## src/rtl/step_dir_generator.sv

```systemverilog
// Step/dir pulse source: turns one move command into timed step pulses with
// dir setup, minimum high/low widths, abort at safe points and position tracking.
module step_dir_generator #(
    parameter int DIR_SETUP_CYCLES = 4,
    parameter int STEP_HIGH_CYCLES = 4,
    parameter int COUNT_W          = 32,
    parameter int PERIOD_W         = 32
) (
    input  logic                CLK,
    input  logic                reset,
    input  logic                move_valid,
    output logic                move_ready,
    input  logic                move_dir,
    input  logic [COUNT_W-1:0]  move_steps,
    input  logic [PERIOD_W-1:0] move_period,
    input  logic                abort,
    output logic                step,
    output logic                dir,
    output logic                busy,
    output logic                done,
    output logic                aborted,
    output logic [COUNT_W-1:0]  steps_remaining,
    output logic [COUNT_W-1:0]  position
);

    typedef enum logic [2:0] {
        IDLE,
        SETUP,
        HIGH,
        LOW,
        FINISH
    } state_t;

    localparam logic [PERIOD_W-1:0] SETUP_LOAD = PERIOD_W'(DIR_SETUP_CYCLES - 1);
    localparam logic [PERIOD_W-1:0] HIGH_LOAD  = PERIOD_W'(STEP_HIGH_CYCLES - 1);
    localparam logic [PERIOD_W-1:0] HIGH_LEN   = PERIOD_W'(STEP_HIGH_CYCLES);

    state_t              r_state;
    state_t              w_stateNext;
    logic [PERIOD_W-1:0] r_period;
    logic [PERIOD_W-1:0] r_count;
    logic [PERIOD_W-1:0] w_lowLen;
    logic                r_abortPend;
    logic                w_abortExit;

    always_ff @(posedge CLK) begin
        if (reset) begin
            r_state <= IDLE;
        end else begin
            r_state <= w_stateNext;
        end
    end

    // An abort seen during HIGH is remembered so the pulse always finishes at full width.
    always_comb begin
        w_stateNext = r_state;
        w_abortExit = 1'b0;
        w_lowLen    = (r_period > HIGH_LEN) ? (r_period - HIGH_LEN) : PERIOD_W'(1);
        case (r_state)
            IDLE: begin
                if (move_valid) begin
                    w_stateNext = (move_steps != '0) ? SETUP : FINISH;
                end
            end
            SETUP: begin
                if (abort) begin
                    w_stateNext = FINISH;
                    w_abortExit = 1'b1;
                end else if (r_count == '0) begin
                    w_stateNext = HIGH;
                end
            end
            HIGH: begin
                if (r_count == '0) begin
                    if (abort || r_abortPend) begin
                        w_stateNext = FINISH;
                        w_abortExit = 1'b1;
                    end else begin
                        w_stateNext = LOW;
                    end
                end
            end
            LOW: begin
                if (abort) begin
                    w_stateNext = FINISH;
                    w_abortExit = 1'b1;
                end else if (r_count == '0) begin
                    w_stateNext = (steps_remaining != '0) ? HIGH : FINISH;
                end
            end
            FINISH: begin
                w_stateNext = IDLE;
            end
            default: begin
                w_stateNext = IDLE;
            end
        endcase
    end

    always_ff @(posedge CLK) begin
        if (reset) begin
            move_ready      <= 1'b1;
            step            <= 1'b0;
            dir             <= 1'b0;
            busy            <= 1'b0;
            done            <= 1'b0;
            aborted         <= 1'b0;
            steps_remaining <= '0;
            position        <= '0;
            r_period        <= '0;
            r_count         <= '0;
            r_abortPend     <= 1'b0;
        end else begin
            move_ready <= (w_stateNext == IDLE);
            step       <= (w_stateNext == HIGH);
            busy       <= (w_stateNext == SETUP) || (w_stateNext == HIGH) || (w_stateNext == LOW);
            done       <= (w_stateNext == FINISH);
            aborted    <= w_abortExit;

            if (r_state == IDLE) begin
                if (move_valid) begin
                    steps_remaining <= move_steps;
                    r_abortPend     <= 1'b0;
                    if (move_steps != '0) begin
                        dir      <= move_dir;
                        r_period <= move_period;
                        r_count  <= SETUP_LOAD;
                    end
                end
            end else begin
                if (r_state == HIGH && abort) begin
                    r_abortPend <= 1'b1;
                end
                // Position and remaining count move on the rising edge of each pulse.
                if (w_stateNext != r_state) begin
                    case (w_stateNext)
                        HIGH: begin
                            r_count         <= HIGH_LOAD;
                            position        <= dir ? (position + COUNT_W'(1)) : (position - COUNT_W'(1));
                            steps_remaining <= steps_remaining - COUNT_W'(1);
                        end
                        LOW: begin
                            r_count <= w_lowLen - PERIOD_W'(1);
                        end
                        default: begin
                        end
                    endcase
                end else if (r_count != '0) begin
                    r_count <= r_count - PERIOD_W'(1);
                end
            end
        end
    end

endmodule

```

## config.mk

```make
export PLATFORM = sky130hd
export DESIGN_NAME = step_dir_generator
export DESIGN_NICKNAME = d
export VERILOG_FILES = /design/src/rtl/step_dir_generator.sv
export SDC_FILE = /design/constraint.sdc
export NUM_CORES = 1
export LEC_CHECK = 0
export CAP_MARGIN = 10
export CELL_PAD_IN_SITES_DETAIL_PLACEMENT = 0
export CELL_PAD_IN_SITES_GLOBAL_PLACEMENT = 1
export CORE_ASPECT_RATIO = 0.75
export CORE_UTILIZATION = 43
export DETAILED_ROUTE_END_ITERATION = 10
export GPL_ROUTABILITY_DRIVEN = 1
export PLACE_DENSITY_LB_ADDON = 0.3
export SETUP_SLACK_MARGIN = 0.4
export SLEW_MARGIN = 15
export SYNTH_ARGS = -nofsm -noshare
export SYNTH_HDL_FRONTEND = slang
export SYNTH_SLANG_ARGS = --single-unit
```

## constraint.sdc

```tcl
create_clock -name CLK -period 14.58 [get_ports CLK]
set_clock_uncertainty 0.05 [all_clocks]
set_input_delay 2.916 -clock CLK [delete_from_list [all_inputs] [get_ports CLK]]
set_output_delay 2.916 -clock CLK [all_outputs]
set_load 0.05 [all_outputs]
```

==> metrics.md <==
| Metric | Value |
|---|---|
| Chip width | `about 170 um` |
| Critical path class | `in -> reg` |
| Seq pwr share | `between 10% and 20%` |
| Wire length per cell | `between 15 and 20 um` |
| Synth Warn # | `0` |
| Worst-Margin Slew | `around 1.0 ns` |
| Total clock sinks | `about 140` |
| Drt first pass iters | `7` |
| # setup viols final | `0` |
| Crit path max fanout | `35` |
| Via Count | `roughly 10000` |
| Net load switching power | `between 1.5 and 2 mW` |
| Initial core utilization | `between 40% and 50%` |
| Synth cell types | `74` |
| Hold Vio Cnt, Final | `0` |
| Status | `complete, no violations` |
| Register area share after synthesis | `28.9%` |
| DP HPWL | `between 15 and 20 mm` |
| Routed wire length | `28.3 mm` |
| Port Buf Inserts | `between 100 and 150` |
| Layout cells sized above 1 | `4.79%` |
| PwrDens | `between 200 and 300 nW/um2` |
| Syn avg cell area | `approximately 7.3 um2` |
| Final GP Congestion | `about 0.9` |
| CTS max path bufs | `2` |
| Die ar. | `between 20000 and 25000 um2` |
| GR Util All Layers | `24.7%` |
| GRT Residual Overflow | `0` |
| FF+latch count, synth | `138` |
| Hold crit path type | `reg -> reg` |
| Max-cap viol count | `0` |
| Post-synthesis cell area | `between 9000 and 10000 um2` |
| I/O pins | `between 100 and 150` |
| Hold_sp | `position[12]$_SDFFE_PP0P_` |
| Largest net degree at the start of global routing | `81` |
| Critical path arrival | `6.47 ns` |
| Commonest non-fill, non-tap cell in the layout | `nand2_1` |
| Nets | `roughly 1500` |
| Synth Instances | `1307` |
| Clock transition at path regs | `about 0.06 ns` |
| Area growth syn-to-layout | `23.4%` |
| Crit end category | `register` |
| Worst r2r src | `r_period[17]$_SDFFE_PP0P_` |
| CTS Hold Bufs | `0` |
| Dominant synthesized flop cell | `dfxtp_1` |
| Fmax | `about 160 MHz` |
| Period utilization | `42.8%` |
| Clk_lat worst skew | `between 0.4 and 0.5 ns` |
| Initial antenna violation count | `0` |
| Reg2Reg Setup Slack | `roughly 9.3 ns` |
| Clock power frac | `~14%` |
| CORE AREA | `around 21000 um2` |
| Slew headroom | `a little under a third` |
| Starting DRT DRC Count | `around 980` |
| Post-CTS Resized | `0` |
| CTS tree | `built` |
| CTS buffer count | `17` |
| First-pass GRT wire length | `approximately 46 mm` |
| Lkg Pwr | `4.51 nW` |
| Switch share | `50.5%` |
| ANT nets after route | `0` |
| Placed inst area | `roughly 11000 um2` |
| Syn nets | `approximately 1400` |
| Post-CTS setup buffer count | `0` |
| Hold WS | `between 0.4 and 0.5 ns` |
| Max Transition Viols Final | `0` |
| Vias per cell | `a little under 6` |
| RSZ-0062 raised after global routing | `no` |
| Cell area after layout | `11800 um2` |
| Critical Path Source | `move_steps[11]` |
| H-tree levels | `4` |
| Clock root buffer | `clkbuf_16` |
| Most frequent cells in the layout | `167 x nand2_1, 156 x nor2_1, 138 x dfxtp_1` |
| Number of synthesized flops with an enable pin | `0` |
| Pint | `around 1.6 mW` |
| TNS Setup | `0 ns` |
| Number of core rows | `46` |
| Tmin final | `between 6 and 7 ns` |
| Diodes inserted | `0` |
| Critical path data required time | `14.81 ns` |
| Vias in the first global route | `9039` |
| Maximum VDD drop | `about 0.21 mV` |
| Logic gate share of total power | `between 60% and 70%` |
| Async SR Flop Fraction | `0%` |
| Die height | `between 100 and 150 um` |
| DRC violations left | `0` |
| Worst Setup Start Kind | `input port` |
-- synthesized netlist by cell type, drive strengths merged, types with 4 or more instances --
cell    instances  share of area (%)
a211o           4               0.37
a211oi         21                1.6
a21boi          4               0.31
a21o           19                1.5
a21oi         126                6.6
a221oi          6               0.55
a22o            8               0.73
a22oi          17                1.3
a31oi          11               0.72
and2            7               0.46
and4            4               0.37
buf             8               0.39
clkbuf         65                2.6
dfxtp         138                 29
ha             36                4.7
inv            23               0.90
mux2i          35                3.7
nand2         167                6.6
nand2b         17                1.1
nand3          27                1.5
nand3b          6               0.47
nand4          12               0.79
nand4b          5               0.46
nor2          157                6.2
nor2b           8               0.52
nor3           48                2.5
nor3b           4               0.31
nor4           34                2.4
o211ai          9               0.71
o21a            7               0.55
o21ai         100                5.2
o22ai          15               0.98
o31a            4               0.37
o31ai           7               0.55
o32ai           5               0.46
o41ai           4               0.37
or2             9               0.59
or3            17                1.1
or4            12               0.94
xnor2          44                4.0
xor2           20                1.8
-- state kept, by name, summed over array words and instances (netlist names), 3 cells and up --
register / cells
steps_remaining: 32
r_state: 3
r_count: 32
r_period: 32
position: 32
-- routing by layer --
metal | up-vias | share of wire [%] | track usage [%]
li1 | 4992 | - | -
met3 | 26 | 6.0 | 5.15
met4 | 0 | 1.4 | 6.48
met2 | 298 | 40 | 34.6
met1 | 4654 | 52 | 37.5
met5 | - | 0 | 0
-- worst max-delay path, cell delays in order --
cell and delay, ns:
clkdlybuf4s50_1 0.42, nor4_1 0.39, nand4_1 0.29, o21ai_4 0.20
buf_4 0.51, o311ai_1 0.40, or3_1 0.45, buf_4 0.25
nor4_1 0.41, o31a_1 0.17, nor3_1 0.04
-- worst paths after layout --
path,to,cells after the start
worst max register to register,r_count[22]$_SDFFE_PP0P_,17
worst min-delay path,position[12]$_SDFFE_PP0P_,2
worst max-delay path,position[31]$_SDFFE_PP0P_,11
worst min register to register,position[12]$_SDFFE_PP0P_,2
-- power groups by stage --
stage | clock [mW] | sequential (mW) | combinational [mW]
after global routing | 0.483 | 0.645 | 2.41
final | 0.459 | 0.626 | 2.19
after detailed placement | 0 | 0.630 | 2.16
after CTS | 0.467 | 0.624 | 2.18
after global placement | 0 | 0.629 | 2.15
after floorplan | 0 | 0.863 | 1.40
-- metrics by stage --
step,power [mW],cells,utilization (%),worst slack (ns)
after floorplan,2.26,1307,-,9.15
after global placement,2.77,1676,52.1,7.93
after detailed placement,2.79,1676,52.1,7.84
after CTS,3.27,1708,54.9,8.29
after global routing,3.54,1708,54.9,8.02
final,3.28,1708,54.9,8.34
-- layout make-up --
cell class | count | area (um2)
fillers | 2089 | 9680
repair buffers | 154 | 1500
flip-flops and latches | 138 | 2760
clock inverters | 11 | 144
clock buffers | 21 | 470
multi-input cells | 1073 | 6470
well taps | 288 | 360
inverters | 23 | 86.3
-- cells by family after synthesis --
family	Yosys count	synth area share, %
simple gates	547	27.6
compound gates	390	25.2
flops	138	28.9
buf+inv	96	3.85
xor+xnor	64	5.86
fa+ha+maj	37	4.92
mux	35	3.66
Power figures use the tool's default switching activity.
